**config.mk**
```make
export PLATFORM = sky130hd
export DESIGN_NAME = seg_scan_mux_flat
export DESIGN_NICKNAME = d
export VERILOG_FILES = /design/src/rtl/seg_scan_mux_if.sv /design/src/rtl/seg_scan_mux.sv /design/src/flat_wrapper.sv
export SDC_FILE = /design/constraint.sdc
export NUM_CORES = 1
export LEC_CHECK = 0
export ABC_CLOCK_PERIOD_IN_PS = 6300
export CAP_MARGIN = 40
export CORE_MARGIN = 3
export CORE_UTILIZATION = 45
export DETAILED_ROUTE_END_ITERATION = 16
export GPL_TIMING_DRIVEN = 0
export PLACE_DENSITY_LB_ADDON = 0.15
export SLEW_MARGIN = 25
export SYNTH_ARGS = -nofsm -noshare
export SYNTH_HDL_FRONTEND = slang
export SYNTH_SLANG_ARGS = --single-unit
```
**constraint.sdc**
```tcl
create_clock -name clk -period 6.3 [get_ports clk]
set_input_delay 0.63 -clock clk [delete_from_list [all_inputs] [get_ports clk]]
set_output_delay 0.63 -clock clk [all_outputs]
set_load 0.02 [all_outputs]
```
**src/rtl/seg_scan_mux_if.sv**
```systemverilog
// seg_scan_mux_if: value-side and pin-side signals of the seven-segment scan driver
interface seg_scan_mux_if #(
    parameter int NUM_DIGITS = 4
);
    localparam int SEL_W = $clog2(NUM_DIGITS);

    logic                    enable;
    logic                    load;
    logic [4*NUM_DIGITS-1:0] digits_in;
    logic [NUM_DIGITS-1:0]   dp_in;
    logic                    blank_lz;
    logic [NUM_DIGITS-1:0]   an;
    logic [6:0]              seg;
    logic                    dp;
    logic [SEL_W-1:0]        digit_sel;
    logic                    frame_done;

    modport master (
        output enable, load, digits_in, dp_in, blank_lz,
        input  an, seg, dp, digit_sel, frame_done
    );

    modport slave (
        input  enable, load, digits_in, dp_in, blank_lz,
        output an, seg, dp, digit_sel, frame_done
    );
endinterface

```
**src/rtl/seg_scan_mux.sv**
```systemverilog
// seg_scan_mux: multiplexed seven-segment driver with hex decode, zero blanking and double-buffered digits
module seg_scan_mux #(
    parameter int NUM_DIGITS    = 4,
    parameter int REFRESH_DIV   = 100000,
    parameter bit AN_ACTIVE_LOW = 1
) (
    input logic           clk,
    input logic           reset,
    seg_scan_mux_if.slave bus
);
    localparam int SEL_W = $clog2(NUM_DIGITS);
    localparam int CNT_W = $clog2(REFRESH_DIV);
    localparam logic [NUM_DIGITS-1:0] AN_OFF = {NUM_DIGITS{AN_ACTIVE_LOW}};

    logic [CNT_W-1:0]        cnt;
    logic [SEL_W-1:0]        sel;
    logic                    frame_done;
    logic [4*NUM_DIGITS-1:0] pending, active;
    logic [NUM_DIGITS-1:0]   pend_dp, act_dp;
    logic                    pending_valid;
    logic [NUM_DIGITS-1:0]   an_q;
    logic [6:0]              seg_q;
    logic                    dp_q;
    logic                    tc, last, wrap;
    logic [NUM_DIGITS-1:0]   lz, onehot, an_nxt;
    logic [3:0]              cur;
    logic                    blank;
    logic [6:0]              seg_nxt;
    logic                    dp_nxt;

    function automatic logic [6:0] hex7(input logic [3:0] v);
        case (v)
            4'h0: hex7 = 7'b1000000;
            4'h1: hex7 = 7'b1111001;
            4'h2: hex7 = 7'b0100100;
            4'h3: hex7 = 7'b0110000;
            4'h4: hex7 = 7'b0011001;
            4'h5: hex7 = 7'b0010010;
            4'h6: hex7 = 7'b0000010;
            4'h7: hex7 = 7'b1111000;
            4'h8: hex7 = 7'b0000000;
            4'h9: hex7 = 7'b0010000;
            4'hA: hex7 = 7'b0001000;
            4'hB: hex7 = 7'b0000011;
            4'hC: hex7 = 7'b1000110;
            4'hD: hex7 = 7'b0100001;
            4'hE: hex7 = 7'b0000110;
            default: hex7 = 7'b0001110;
        endcase
    endfunction

    assign tc   = cnt == CNT_W'(REFRESH_DIV - 1);
    assign last = sel == SEL_W'(NUM_DIGITS - 1);
    assign wrap = bus.enable && tc && last;

    // Refresh counter and digit scan; frame_done marks the cycle digit_sel returns to 0
    always_ff @(posedge clk) begin
        if (reset) begin
            cnt        <= '0;
            sel        <= '0;
            frame_done <= 1'b0;
        end else begin
            frame_done <= wrap;
            if (bus.enable) begin
                cnt <= tc ? '0 : cnt + CNT_W'(1);
                if (tc) sel <= last ? '0 : sel + SEL_W'(1);
            end
        end
    end

    // Pending/active buffers; a load coinciding with a wrap bypasses pending straight to active
    always_ff @(posedge clk) begin
        if (reset) begin
            pending       <= '0;
            pend_dp       <= '0;
            active        <= '0;
            act_dp        <= '0;
            pending_valid <= 1'b0;
        end else begin
            if (bus.load) begin
                pending <= bus.digits_in;
                pend_dp <= bus.dp_in;
            end
            if (wrap && (bus.load || pending_valid)) begin
                active <= bus.load ? bus.digits_in : pending;
                act_dp <= bus.load ? bus.dp_in : pend_dp;
            end
            pending_valid <= wrap ? 1'b0 : (bus.load || pending_valid);
        end
    end

    // Leading-zero chain, selected digit decode and anode pattern for the current scan position
    always_comb begin
        lz = '0;
        lz[NUM_DIGITS-1] = active[4*NUM_DIGITS-1 -: 4] == 4'd0;
        for (int i = NUM_DIGITS - 2; i >= 0; i--) lz[i] = lz[i+1] && (active[4*i +: 4] == 4'd0);
        cur     = active[4*int'(sel) +: 4];
        blank   = bus.blank_lz && (sel != '0) && lz[sel];
        seg_nxt = blank ? 7'b1111111 : hex7(cur);
        dp_nxt  = ~act_dp[sel];
        onehot  = NUM_DIGITS'(1) << sel;
        an_nxt  = AN_ACTIVE_LOW ? ~onehot : onehot;
    end

    // Registered pin drivers; display goes dark while disabled
    always_ff @(posedge clk) begin
        if (reset || !bus.enable) begin
            an_q  <= AN_OFF;
            seg_q <= 7'b1111111;
            dp_q  <= 1'b1;
        end else begin
            an_q  <= an_nxt;
            seg_q <= seg_nxt;
            dp_q  <= dp_nxt;
        end
    end

    assign bus.an         = an_q;
    assign bus.seg        = seg_q;
    assign bus.dp         = dp_q;
    assign bus.digit_sel  = sel;
    assign bus.frame_done = frame_done;
endmodule

```
**src/flat_wrapper.sv**
```systemverilog
// flat-port wrapper written by rule: the top's interface ports become plain ports
module seg_scan_mux_flat 
#(
    parameter int NUM_DIGITS    = 4,
    parameter int REFRESH_DIV   = 100000,
    parameter bit AN_ACTIVE_LOW = 1
)
  (clk, reset, bus_enable, bus_load, bus_digits_in, bus_dp_in, bus_blank_lz, bus_an, bus_seg, bus_dp, bus_digit_sel, bus_frame_done);
  seg_scan_mux_if #(.NUM_DIGITS(NUM_DIGITS)) bus_i ();
  input logic clk;
  input logic reset;
  input wire logic [$bits(bus_i.enable)-1:0] bus_enable;
  input wire logic [$bits(bus_i.load)-1:0] bus_load;
  input wire logic [$bits(bus_i.digits_in)-1:0] bus_digits_in;
  input wire logic [$bits(bus_i.dp_in)-1:0] bus_dp_in;
  input wire logic [$bits(bus_i.blank_lz)-1:0] bus_blank_lz;
  output wire logic [$bits(bus_i.an)-1:0] bus_an;
  output wire logic [$bits(bus_i.seg)-1:0] bus_seg;
  output wire logic [$bits(bus_i.dp)-1:0] bus_dp;
  output wire logic [$bits(bus_i.digit_sel)-1:0] bus_digit_sel;
  output wire logic [$bits(bus_i.frame_done)-1:0] bus_frame_done;
  assign bus_i.enable = bus_enable;
  assign bus_i.load = bus_load;
  assign bus_i.digits_in = bus_digits_in;
  assign bus_i.dp_in = bus_dp_in;
  assign bus_i.blank_lz = bus_blank_lz;
  assign bus_an = bus_i.an;
  assign bus_seg = bus_i.seg;
  assign bus_dp = bus_i.dp;
  assign bus_digit_sel = bus_i.digit_sel;
  assign bus_frame_done = bus_i.frame_done;
  seg_scan_mux #(.NUM_DIGITS(NUM_DIGITS), .REFRESH_DIV(REFRESH_DIV), .AN_ACTIVE_LOW(AN_ACTIVE_LOW)) u_core (.clk(clk), .reset(reset), .bus(bus_i));
endmodule
```
==> key figures <==
Synth
  • Syn_nets: 389
  • Synth Area in Simple Gates: 21.7%
  • Largest family of logic cells by synthesized area: simple AND/OR/NAND/NOR gates
  • Netlist cell types: 50
  • Post-synthesis adder-cell area fraction: 3.98%
  • Synth Instances: 353
  • Dominant cell type by area after synthesis: dfxtp_1
  • Flops & latches, synth: 73
  • Post-synth EDFFs: 0
  • XOR/XNOR Fraction of Synth Area: 3.29%
  • Mux cell area share after synthesis: 12.5%
  • Sequential share of the synthesized area: 42.3%
  • Synth Cell Area: 3460 µm²
  • Avg Synthesized Cell Area: 9.79 µm²
  • Post-synth ARST share: 0%
  • Synth Warn #: 0
  • Ys flop type: dfxtp_1
  • Top cells by area, synth: dfxtp_1, mux2_2, mux2i_1
  • Yosys top cell area share: 42.3%
  • Synth Area in Compound Gates: 11.4%

Layout
  • Fin util: 56.5%
  • Nets@finish: 438
  • Diodes inserted: 0
  • Syn-to-layout area delta: 20.5%
  • Layout cells sized above 1: 15.2%

Routing
  • WL per Instance: 14.8 µm
  • First drt pass iteration count: 4
  • Final ANT Viol Nets: 0
  • Post-route DRC: 0
  • Drt first-iter violations: 162
  • Vias per cell: 5.47
  • Via count: 2767
  • WL final: 7490 µm

Die
  • Initial Util: 46.9%
  • Die X: 93.7 µm
  • Die ar.: 8770 µm²
  • Core Region: 7370 µm²
  • Ports: 40
  • Num rows: 31
  • Die extent in y: 93.7 µm

GRT
  • Vias in the first global route: 2745
  • Antenna violations before repair: 0
  • Tot GR Track Use: 18.6%
  • GRT overflow: 0
  • First-pass GRT wire length: 13100 µm
  • Largest net degree at the start of global routing: 14

Worst setup path
  • Crit end category: flip-flop
  • Worst Setup Path Type: reg2reg
  • Crit path DAT: 2.72 ns
  • Startpoint Class: flip-flop
  • Req. time, crit path: 6.54 ns
  • Crit Path Max Fanout: 10

Job
  • Max cap viols: 0

CTS
  • Hold buffer count at cts: 0
  • Clk root buf: clkbuf_8
  • CTS tree: built
  • Total CTS buffers: 9
  • Number of setup buffers added after CTS: 0
  • Max Root-Sink Buffers: 2
  • Clock input transition at the sequential cells of the worst setup and hold paths: 0.08 ns
  • CTS resizes: 0
  • H-tree level count: 3
  • Clock latency on the worst-skew pair: 0.35 ns
  • CTS sink cnt: 73

Place
  • RePlAce Congestion: 0.819
  • IO Port Bufs: 38
  • Final HPWL DP: 5440 µm

STA
  • Final setup fails: 0
  • Final hold slack: 0.496 ns
  • Hold Vio Cnt, Final: 0
  • Final setup skew: 0.00881 ns
  • Slew HR: 48.0%
  • Slew Viols, Final: 0
  • Setup TNS: 0 ns
  • Final worst path period share: 39.4%
  • Least-Margin Pin Slew: 0.772 ns
  • Post-route minimum period: 2.48 ns
  • RSZ-0062 raised after global routing: no
  • Fmax: 0.403 GHz

Pwr
  • Power Total: 919 µW
  • Cell Pwr Density: 221 nW/µm²
  • P_leak: 1.49 nW
  • Peak VDD IR: 0.154 mV

Run status
  • Outcome: finished, final reports clean

Worst hold path
  • Hold Crit Class: reg2reg
==> state kept, by name (all words and copies together), names as in the netlist <==
name                   count
u_core.bus.seg             7
u_core.cnt                17
u_core.bus.dp              1
u_core.bus.frame_done      1
u_core.bus.digit_sel       2
u_core.pending            16
u_core.bus.an              4
u_core.active             16
u_core.pending_valid       1
u_core.act_dp              4
u_core.pend_dp             4
==> Yosys cell counts, types with 2 or more instances <==
library cell / count
and4b_1: 2
a31oi_1: 20
inv_1: 5
buf_6: 4
dfxtp_1: 73
clkbuf_1: 12
and4_1: 2
a211o_1: 2
inv_2: 2
nand3_1: 5
nand3_2: 2
mux4_2: 5
nor4b_2: 2
xnor2_1: 6
nor3b_1: 2
or3_1: 3
nor4_1: 17
ha_1: 11
mux2i_1: 14
o31ai_1: 4
xor2_1: 7
a211oi_1: 9
nand2_1: 13
nand3b_1: 2
nor3_1: 19
a21oi_1: 11
buf_2: 8
nor2b_1: 13
nand2b_1: 2
and3_1: 2
nand4_1: 6
nor2_1: 28
mux2_2: 14
a21o_1: 2
o21ai_0: 6
or4_1: 4
==> cell type report <==
cell class              instances  area (µm²)
fillers                       675        3200
multi-input cells             247        1830
flip-flops and latches         73        1460
repair buffers                 38         380
plain buffers                  26         141
clock buffers                  10         138
well taps                      99         124
clock inverters                 6        66.3
inverters                       7        26.3
==> worst paths after layout <==
check | startpoint | end | slack [ns] | cells past startpoint
worst max-delay path | u_core.bus.digit_sel[0] | u_core.bus.seg[1] | 3.82 | 8
worst min-delay path | u_core.cnt[16] | u_core.cnt[16] | 0.50 | 2
worst max register to register | u_core.bus.digit_sel[0] | u_core.bus.seg[1] | 3.82 | 8
worst min register to register | u_core.cnt[16] | u_core.cnt[16] | 0.50 | 2
==> layout by cell type, fill, tap and decap left out, types with 6 or more instances in the layout <==
master and n:
mux2i_1 14, nor3_1 19, a31oi_1 20, mux2_2 14
nand4_1 6, dfxtp_1 73, clkbuf_1 12, ha_1 11
a211oi_1 9, clkdlybuf4s50_1 38, nor2_1 28, xnor2_1 6
nor2b_1 13, nor4_1 17, nand2_1 13, buf_2 8
clkbuf_8 10, o21ai_0 6, xor2_1 7, a21oi_1 11
==> report_power, final <==
group | internal (mW) | switching [mW]
combinational | 0.0345 | 0.0319
sequential | 0.473 | 0.00406
clock | 0.195 | 0.181
total | 0.702 | 0.217
==> logic make-up (layout without fill, tap and decap cells) <==
family / Yosys count / after routing
buf+inv: 33 / 87
mux: 34 / 34
simple gates: 130 / 130
flops: 73 / 73
xor+xnor: 13 / 13
fa+ha+maj: 11 / 11
compound gates: 59 / 59
==> stage by stage <==
| stage | setup slack, ns | instances | area [µm²] |
|---|---|---|---|
| 2_1_floorplan | 3.87 | 353 | 3460 |
| 5_1_grt | 3.71 | 506 | 4170 |
| 3_3_place_gp | 3.80 | 490 | 3960 |
| 3_5_place_dp | 3.74 | 490 | 3960 |
| 6_report | 3.82 | 506 | 4170 |
| 4_1_cts | 3.79 | 506 | 4170 |
==> per-layer routing <==
| layer | wire [µm] | global-route usage, % | vias up | share of wire [%] |
|---|---|---|---|---|
| met3 | 347 | 4.49 | 9 | 4.6 |
| met1 | 3700 | 25.6 | 1308 | 49 |
| met2 | 3350 | 29.4 | 56 | 45 |
| met5 | 0 | 0 | - | 0 |
| met4 | 86 | 5.17 | 0 | 1.1 |
| li1 | - | - | 1394 | - |
==> critical path: stages (launching register included) <==
cell,delay (ns)
dfxtp_1,0.41
buf_6,0.16
buf_2,0.27
mux4_2,0.61
inv_1,0.16
ha_1,0.28
nor2_4,0.12
a211oi_1,0.05
a311o_1,0.32
Power figures use the tool's default switching activity.
